**config.mk**
```make
export PLATFORM = sky130hd
export DESIGN_NAME = gpio_bank
export DESIGN_NICKNAME = d
export VERILOG_FILES = /design/src/rtl/gpio_bank.sv
export SDC_FILE = /design/constraint.sdc
export NUM_CORES = 1
export LEC_CHECK = 0
export CELL_PAD_IN_SITES_DETAIL_PLACEMENT = 0
export CELL_PAD_IN_SITES_GLOBAL_PLACEMENT = 1
export CORE_MARGIN = 5
export CORE_UTILIZATION = 25
export CTS_CLUSTER_SIZE = 12
export DETAILED_ROUTE_END_ITERATION = 8
export HOLD_SLACK_MARGIN = 0.03
export PLACE_DENSITY_LB_ADDON = 0.1
export SYNTH_ARGS = -nofsm -noshare
export SYNTH_HDL_FRONTEND = slang
export SYNTH_SLANG_ARGS = --single-unit
```
**constraint.sdc**
```tcl
create_clock -name clk -period 1.56 [get_ports clk]
set_input_delay 0.234 -clock clk [delete_from_list [all_inputs] [get_ports clk]]
set_output_delay 0.234 -clock clk [all_outputs]
set_load 0.05 [all_outputs]
```
**src/rtl/gpio_bank.sv**
```systemverilog
// gpio_bank: memory-mapped bank of up to 32 general-purpose I/O pins.
//
// A two-state access FSM (IDLE/ACK) serves one register access per request.
// Writes commit and read data is captured on the IDLE->ACK edge. reg_rdata is
// valid for the single ACK cycle and is zero otherwise.
//
// Pad inputs pass through a SYNC_STAGES-deep synchroniser. One history flop
// after the last stage holds the previous synchronised value, and events are
// detected from the two. Events latch into the sticky STATUS register, which
// is cleared by writing 1s to it (W1C). If an event and a clear hit the same
// bit in the same cycle, the event wins.
//
// Register map (word address):
//   0 DIR      rw  1 = pin driven
//   1 OUT      rw  output values
//   2 IN       ro  synchronised pad inputs
//   3 INTEN    rw  per-pin event enable
//   4 INTTYPE0 rw  mode bit 0
//   5 INTTYPE1 rw  mode bit 1
//   6 STATUS   rw1c latched events
//   7 OUT_TGL  wo  OUT ^= wdata; reads 0
// Event mode {INTTYPE1,INTTYPE0}: 00 level-high, 01 rising, 10 falling,
// 11 both edges. Bits [31:NUM_GPIO] read 0 and ignore writes.
//
// Ports:
//   clk        in   sole clock, rising edge
//   rst        in   synchronous active-high reset
//   reg_req    in   register access request
//   reg_we     in   1 = write, 0 = read
//   reg_addr   in   [2:0] word address
//   reg_wdata  in   [31:0] write data
//   reg_ack    out  one-cycle access acknowledge
//   reg_rdata  out  [31:0] read data, valid while reg_ack = 1, else 0
//   gpio_in    in   [NUM_GPIO-1:0] asynchronous pad inputs
//   gpio_out   out  [NUM_GPIO-1:0] OUT register
//   gpio_dir   out  [NUM_GPIO-1:0] DIR register
//   irq_o      out  OR of all STATUS bits
module gpio_bank #(
  parameter int NUM_GPIO    = 32,
  parameter int SYNC_STAGES = 2
) (
  input  logic                clk,
  input  logic                rst,
  input  logic                reg_req,
  input  logic                reg_we,
  input  logic [2:0]          reg_addr,
  input  logic [31:0]         reg_wdata,
  output logic                reg_ack,
  output logic [31:0]         reg_rdata,
  input  logic [NUM_GPIO-1:0] gpio_in,
  output logic [NUM_GPIO-1:0] gpio_out,
  output logic [NUM_GPIO-1:0] gpio_dir,
  output logic                irq_o
);

  localparam logic [2:0] A_DIR      = 3'd0;
  localparam logic [2:0] A_OUT      = 3'd1;
  localparam logic [2:0] A_IN       = 3'd2;
  localparam logic [2:0] A_INTEN    = 3'd3;
  localparam logic [2:0] A_INTTYPE0 = 3'd4;
  localparam logic [2:0] A_INTTYPE1 = 3'd5;
  localparam logic [2:0] A_STATUS   = 3'd6;
  localparam logic [2:0] A_OUT_TGL  = 3'd7;

  typedef enum logic {
    IDLE = 1'b0,
    ACK  = 1'b1
  } state_t;

  state_t                state_q;
  state_t                state_nxt;
  logic                  accept;
  logic                  wr_en;
  logic [NUM_GPIO-1:0]   wdata_n;

  logic [NUM_GPIO-1:0]   dir_q;
  logic [NUM_GPIO-1:0]   out_q;
  logic [NUM_GPIO-1:0]   inten_q;
  logic [NUM_GPIO-1:0]   type0_q;
  logic [NUM_GPIO-1:0]   type1_q;
  logic [NUM_GPIO-1:0]   status_q;
  logic [31:0]           rdata_q;
  logic [31:0]           rd_mux;

  logic [NUM_GPIO-1:0]   sync_p [SYNC_STAGES];
  logic [NUM_GPIO-1:0]   in_sync;
  logic [NUM_GPIO-1:0]   hist_q;
  logic [NUM_GPIO-1:0]   evt;
  logic [NUM_GPIO-1:0]   w1c;

  // Zero-extend a pin-wide value onto the 32-bit register bus.
  function automatic logic [31:0] zext(input logic [NUM_GPIO-1:0] v);
    logic [31:0] r;
    r = '0;
    r[NUM_GPIO-1:0] = v;
    return r;
  endfunction

  // Per-pin event detection from the current and previous synchronised values.
  function automatic logic [NUM_GPIO-1:0] detect(
    input logic [NUM_GPIO-1:0] cur,
    input logic [NUM_GPIO-1:0] prev,
    input logic [NUM_GPIO-1:0] t0,
    input logic [NUM_GPIO-1:0] t1
  );
    logic [NUM_GPIO-1:0] e;
    logic [NUM_GPIO-1:0] rise;
    logic [NUM_GPIO-1:0] fall;
    rise = cur & ~prev;
    fall = ~cur & prev;
    e    = '0;
    for (int i = 0; i < NUM_GPIO; i++) begin
      case ({t1[i], t0[i]})
        2'b00:   e[i] = cur[i];
        2'b01:   e[i] = rise[i];
        2'b10:   e[i] = fall[i];
        default: e[i] = rise[i] | fall[i];
      endcase
    end
    return e;
  endfunction

  // Access FSM
  always_ff @(posedge clk) begin
    if (rst) begin
      state_q <= IDLE;
    end else begin
      state_q <= state_nxt;
    end
  end

  always_comb begin
    state_nxt = state_q;
    accept    = 1'b0;
    case (state_q)
      IDLE: begin
        if (reg_req) begin
          state_nxt = ACK;
          accept    = 1'b1;
        end
      end
      ACK:     state_nxt = IDLE;
      default: state_nxt = IDLE;
    endcase
  end

  assign wr_en   = accept & reg_we;
  assign wdata_n = reg_wdata[NUM_GPIO-1:0];

  // Input synchroniser stages p0..p(SYNC_STAGES-1), then the history flop
  always_ff @(posedge clk) begin
    if (rst) begin
      for (int k = 0; k < SYNC_STAGES; k++) begin
        sync_p[k] <= '0;
      end
      hist_q <= '0;
    end else begin
      sync_p[0] <= gpio_in;
      for (int k = 1; k < SYNC_STAGES; k++) begin
        sync_p[k] <= sync_p[k-1];
      end
      hist_q <= in_sync;
    end
  end

  assign in_sync = sync_p[SYNC_STAGES-1];
  assign evt     = inten_q & detect(in_sync, hist_q, type0_q, type1_q);
  assign w1c     = (wr_en && reg_addr == A_STATUS) ? wdata_n : '0;

  always_comb begin
    rd_mux = '0;
    case (reg_addr)
      A_DIR:      rd_mux = zext(dir_q);
      A_OUT:      rd_mux = zext(out_q);
      A_IN:       rd_mux = zext(in_sync);
      A_INTEN:    rd_mux = zext(inten_q);
      A_INTTYPE0: rd_mux = zext(type0_q);
      A_INTTYPE1: rd_mux = zext(type1_q);
      A_STATUS:   rd_mux = zext(status_q);
      A_OUT_TGL:  rd_mux = '0;
      default:    rd_mux = '0;
    endcase
  end

  // Register file, STATUS and read-data capture
  always_ff @(posedge clk) begin
    if (rst) begin
      dir_q    <= '0;
      out_q    <= '0;
      inten_q  <= '0;
      type0_q  <= '0;
      type1_q  <= '0;
      status_q <= '0;
      rdata_q  <= '0;
    end else begin
      if (wr_en) begin
        case (reg_addr)
          A_DIR:      dir_q   <= wdata_n;
          A_OUT:      out_q   <= wdata_n;
          A_INTEN:    inten_q <= wdata_n;
          A_INTTYPE0: type0_q <= wdata_n;
          A_INTTYPE1: type1_q <= wdata_n;
          A_OUT_TGL:  out_q   <= out_q ^ wdata_n;
          default:    ;
        endcase
      end
      // OR-ing evt after the clear makes a coincident event win.
      status_q <= (status_q & ~w1c) | evt;
      // Outside an accept this clears, so rdata is zero except during ACK.
      rdata_q  <= accept ? rd_mux : '0;
    end
  end

  assign reg_ack   = (state_q == ACK);
  assign reg_rdata = rdata_q;
  assign gpio_out  = out_q;
  assign gpio_dir  = dir_q;
  assign irq_o     = |status_q;

endmodule

```
# ---- After elaboration in Yosys (flattened, before gate mapping)
# Memory sizes are Yosys's and may differ from the RTL's.
# Cells that the tools add are included.
dict set report op_classes {
  n_eq_ne 71
  n_bitwise 46
  n_mux 43
  reduce_logical 42
}
# operator n
set op_table {}
lappend op_table {{case mux 32 bit (8 select lines)} 1}
lappend op_table {{bitwise AND 32 bit} 4}
lappend op_table {{two-way mux 32 bit} 3}
lappend op_table {{inverter 32 bit} 3}
lappend op_table {{case mux 1 bit (3 select lines)} 32}
lappend op_table {{== test 2 x 1 -> 1 bit (second input constant)} 32}
lappend op_table {{== test 2 bit (second input constant)} 32}
lappend op_table {{logical NOT 2 bit} 32}
lappend op_table {{case mux 32 bit (2 select lines)} 1}
lappend op_table {{OR 1 bit} 34}
lappend op_table {{OR 32 bit} 1}
lappend op_table {{OR reduction 32 bit} 1}
lappend op_table {{XOR 32 bit} 1}
lappend op_table {{== test 3 bit (second input constant)} 4}
lappend op_table {{AND reduction 2 bit} 5}
lappend op_table {{== test 3 x 2 -> 1 bit (second input constant)} 2}
lappend op_table {{two-way mux 1 bit} 5}
lappend op_table {{== test 3 x 1 -> 1 bit (second input constant)} 1}
lappend op_table {{logical NOT 3 bit} 1}
lappend op_table {{inverter 1 bit} 2}
lappend op_table {{case mux 1 bit (2 select lines)} 1}
lappend op_table {{nonzero test 2 bit} 1}
lappend op_table {{OR reduction 2 bit} 1}
lappend op_table {{bitwise AND 1 bit} 1}
lappend op_table {{logical AND 1 bit} 1}
dict set report totals {
  output_inout_bits 98
  mem_count 1
  reg_bits 257
  inputBits 71
  elab_cells 212
  mem_bits_rw 64
}
# memory depth width rd rd_clocked_by_memory_dff wr line
set mem_list {}
lappend mem_list {sync_p 2 32 2 0 2 85} ;# logic [NUM_GPIO-1:0] sync_p [SYNC_STAGES];

# ---- Depth between registers and ports, before layout
# Gate-level depths: netlist (run 1).
dict set report depth {
  word_depth 8
  ltp_mapped 7
  mapped_depth_nobuf 6
}

# ---- Worst setup path after synthesis (run 1)
# No wires, ideal clock.
dict set report synth_path {
  path_kind {register to register}
  from {register state_q, in the netlist reg_ack}
  to {register out_q[31], in the netlist gpio_out[31]}
  stages_incl_launch_ff 6
  arrival_ps 1526
  path_slack_ps -94
  t_required_ps 1432
  period_less_slack_ps 1654
  cell_sequence {dfxtp_1 nand4b_1 clkbuf_1 o21ai_1 xnor2_1 nor2_1}
}
dict set report synth_between {
  elab_chain_cells 3
}
# item line
set synth_lines {}
lappend synth_lines {{from (decl)} 70} ;# state_t state_q;
lappend synth_lines {{from (signal assigned)} 128} ;# state_q <= state_nxt;
lappend synth_lines {{two-way mux 1 bit} 135} ;# case (state_q)
lappend synth_lines {{bitwise AND 1 bit} 147} ;# assign wr_en = accept & reg_we;
lappend synth_lines {{AND reduction 2 bit (no source line)} --}
lappend synth_lines {{to (signal assigned)} 199} ;# A_OUT: out_q <= wdata_n;
lappend synth_lines {{to (signal assigned)} 203} ;# A_OUT_TGL: out_q <= out_q ^ wdata_n;
lappend synth_lines {{to (decl)} 77} ;# logic [NUM_GPIO-1:0] out_q;
# Every way passes these cells.
# A chain may end at the register's enable or synchronous reset.

# ---- Worst setup path in the final report (run 1)
dict set report layout_path {
  from {register status_q[15]}
  to {output irq_o}
}
dict set report layout_between {
  elab_chain_cells 1
}
# item line
set layout_lines {}
lappend layout_lines {{from (decl)} 81} ;# logic [NUM_GPIO-1:0] status_q;
lappend layout_lines {{from (signal assigned)} 208} ;# status_q <= (status_q & ~w1c) | evt;
lappend layout_lines {{OR reduction 32 bit} 218} ;# assign irq_o = |status_q;
lappend layout_lines {{to (decl)} 53} ;# output logic irq_o
# Every way passes these cells.

==> impl_results.md, run 1 <==
* Total wire length at ~60 mm
* Final setup vio count at 11
* Ranking of synthesized cells by area: dfxtp_1 (46%), nand2_1 (7.2%), a21oi_1 (5.9%), ha_1 (5.7%), mux4_2 (5.1%)
* Post-DP Area at about 19,000 µm²
* Crit-path slowest cell: dfxtp_2
* Warnings, synthesis at 0
* Initial antenna violation count at 1
* Post-synth EDFFs at 0
* H-tree levels at 2
* Post-synth top cells: dfxtp_1 (321), nand2_1 (271), a21oi_1 (166)
* Starting Density at 25.1%
* Power Density at ~950 nW/µm²
* Bufs and invs on worst path at 2
* Sequential area share after synthesis at a little under half
* Routability Congestion at 0.807
* Syn Nets at ~1.8k
* R2R setup slack at -0.05 ns
* Most common cell in the synthesized netlist: dfxtp_1
* Crit. Startpoint: status_q[15]
* Total of max-cap violations at 0
* Largest net degree at the start of global routing at 131
* Vias in the first global route at between 10k and 15k
* Placed cell count at approximately 2.7k
* Status: complete, but fails checks
* Rel. slew slack at about half
* Gr usage total at a little under a fifth
* Clk buf depth at 3
* Post-DP HPWL at between 30 and 40 mm
* Share of post-route cells with drive strength above 1 at about a third
* Final #Nets at around 2.1k
* Fin. max-slew vios at 0
* Reg-to-Reg Start: reg_ack
* Number of synthesized register bits at ~320
* TritonCTS clock tree: done
* Vias per cell at about 4.7
* CP max FO at 2
* Failing checks: setup timing
* Worst R2R End: reg_rdata[7]
* Area of the core at ~56,000 µm²
* Cell Rows at 87
* Largest area contributor in the netlist: dfxtp_1
* CP startpoint kind: flip-flop
* XOR/XNOR Fraction of Synth Area at 2.05%
* WS Path Type: reg2out
* Post-route DRC at 0
* Mux cell area share after synthesis at 7.39%
* CP top delay family: simple AND/OR/NAND/NOR gates
* Pre-antenna DRT Iters at 5
* Hold WC Path Type: in2reg
* Number of vias in the routed layout at around 13k
* CTS clock-pin slew for the worst setup and hold paths at 0.06 ns
* Synth Instances at between 1.5k and 2k
* Synth Area in Compound Gates at 14.9%
* Clock latency at the later pin of the worst-skew pair at 0.55 ns
* Setup Skew at 0.0114 ns
* Unrepaired setup endpoints after global routing: yes
* Req. time, crit path at 1.33 ns
* Mapped Area at around 14,000 µm²
* CTS Sinks at 321
* Fin cells at approximately 2.7k
* Asr flop ratio synth at 0%
* Antenna-violating nets left at 0
* Total global routing overflow at 0
* Slew @ Worst Pin at 0.776 ns
* Root Buffer Master: clkbuf_16
* Pre-CTS WS at -0.677 ns
* Critical Path Max Stage Delay at approximately 0.35 ns
* Simple-Gate Fraction of Synth Area at 17.9%
* Die H at 248 µm
* Post-synthesis adder-cell area fraction at 5.67%
* Crit path time final at about 2.2 ns
* I/O Buffers at 168
* Worst setup path end: irq_o
* Final hold vios at 0
* Critical path, cell by cell: nor4_4 > buf_4 > nand4_1 > or2_4 > buf_6
* Crit. End Element: output port
* FF-to-FF path depth at 7
* Total CTS buffers at 40
* # IOs at between 150 and 200
* P&R area growth vs syn at 52.7%
* Die area at ~61,000 µm²
* Final period util at 140%
* First-pass GRT wire length at 84.7 mm
* Leak pwr at 8.33 nW
* Detailed Route Iter0 Violations at around 670
* Number of distinct library cells after synthesis at 46
* Pwr Total at about 20 mW
* Final Core Density at between 30% and 40%
* Die width at between 200 and 250 µm
* Max frequency at roughly 460 MHz
* VDD IR-drop max at approximately 0.65 mV
* WL/cell at between 20 and 25 µm
* CP arrival at 1.96 ns
* Number of stages on the worst hold path at 2
* Critical path depth at 5
* Share of the synthesized area in the top cell type at 45.5%
* Largest family of logic cells by synthesized area: simple AND/OR/NAND/NOR gates
* Fin area at 21,600 µm²
* Avg Cell Area, Syn at between 8 and 9 µm²
* Setup WS post-layout at -0.631 ns
* Main synth FF type: dfxtp_1
-- logic make-up after synthesis --
group	count (synthesis)
AND/OR/NAND/NOR	576
multiplexers	64
adder cells (fa/ha/maj)	64
XOR/XNOR	33
buffers and inverters	222
flip-flops	321
AO/OA/AOI/OAI	353
-- power by group --
group | internal (mW) | total, mW | switching, mW | leakage, nW
combinational | 1.02 | 2.37 | 1.34 | 5.04
sequential | 8.37 | 8.52 | 0.143 | 2.63
clock | 5.80 | 9.53 | 3.73 | 0.658
-- worst min path at each step --
stage	startpoint	endpoint
after detailed placement	sync_p[0][9]	sync_p[0][41]
after floorplan	gpio_in[0]	sync_p[0][0]
after CTS	gpio_in[8]	sync_p[0][8]
after global routing	gpio_in[16]	sync_p[0][16]
final	gpio_in[8]	sync_p[0][8]
after global placement	sync_p[0][16]	sync_p[0][48]
-- routing by layer --
metal | global-route usage (%) | vias up | wire length [µm]
li1 | - | 6177 | -
met1 | 25.1 | 6291 | 27700
met2 | 30.1 | 315 | 27600
met3 | 3.22 | 85 | 2860
met4 | 5.53 | 0 | 1590
met5 | 0 | - | 0
-- cell type report --
type                    instances  area (µm²)
fillers                      5747       34600
multi-input cells            1090        7840
flip-flops and latches        321        6500
repair buffers                400        4540
clock buffers                  65        1260
well taps                     756         946
inverters                     104         403
clock inverters                 5        75.1
diodes                          1        2.50
-- state kept, by name, summed over array words and instances (netlist names) --
name       flops
reg_rdata     32
sync_p        64
type0_q       32
gpio_out      32
hist_q        32
gpio_dir      32
status_q      32
reg_ack        1
inten_q       32
type1_q       32
-- cell usage in the layout, fill, tap and decap left out, types with 9 or more instances in the layout --
| cell | n |
|---|---|
| dfxtp_1 | 281 |
| nand2_1 | 228 |
| buf_4 | 213 |
| nor2_1 | 132 |
| a21oi_1 | 123 |
| buf_12 | 92 |
| inv_1 | 75 |
| clkdlybuf4s50_1 | 67 |
| nor2b_1 | 65 |
| nand3_1 | 62 |
| clkbuf_16 | 47 |
| ha_1 | 44 |
| a21oi_2 | 43 |
| o21ai_0 | 37 |
| nand2_4 | 34 |
| mux4_2 | 32 |
| a22oi_2 | 31 |
| xnor2_1 | 31 |
| mux2i_1 | 30 |
| a22o_1 | 30 |
| dfxtp_2 | 30 |
| o21ai_1 | 27 |
| inv_2 | 23 |
| ha_4 | 19 |
| a221oi_1 | 17 |
| clkbuf_8 | 14 |
| buf_6 | 12 |
| nand2b_1 | 10 |
| clkbuf_1 | 10 |
| dfxtp_4 | 10 |
| nand2_2 | 9 |
-- timing repair --
item	CTS	global route
hold endpoints to repair	1	0
pin swaps	12	109
buffers inserted	1	12
setup endpoints to repair	71	185
hold buffers	1	0
resized for setup	63	292
cloned	2	8
-- stage by stage --
stage / TNS, ns / hold slack (ns)
after CTS: -0.673 / 0.190
after detailed placement: -103.21 / 0.420
after global routing: -3.37 / 0.213
final: -0.762 / 0.223
after global placement: -97.18 / 0.420
after floorplan: 0 / 0.362
(Power assumes the default switching activity.)
==> run 2, diff against run 1 <==
- HOLD_SLACK_MARGIN: 0.03 -> 0.15
==> results of run 2 <==
Same layout as run 1: the final DEF is identical, and so are final timing and power.
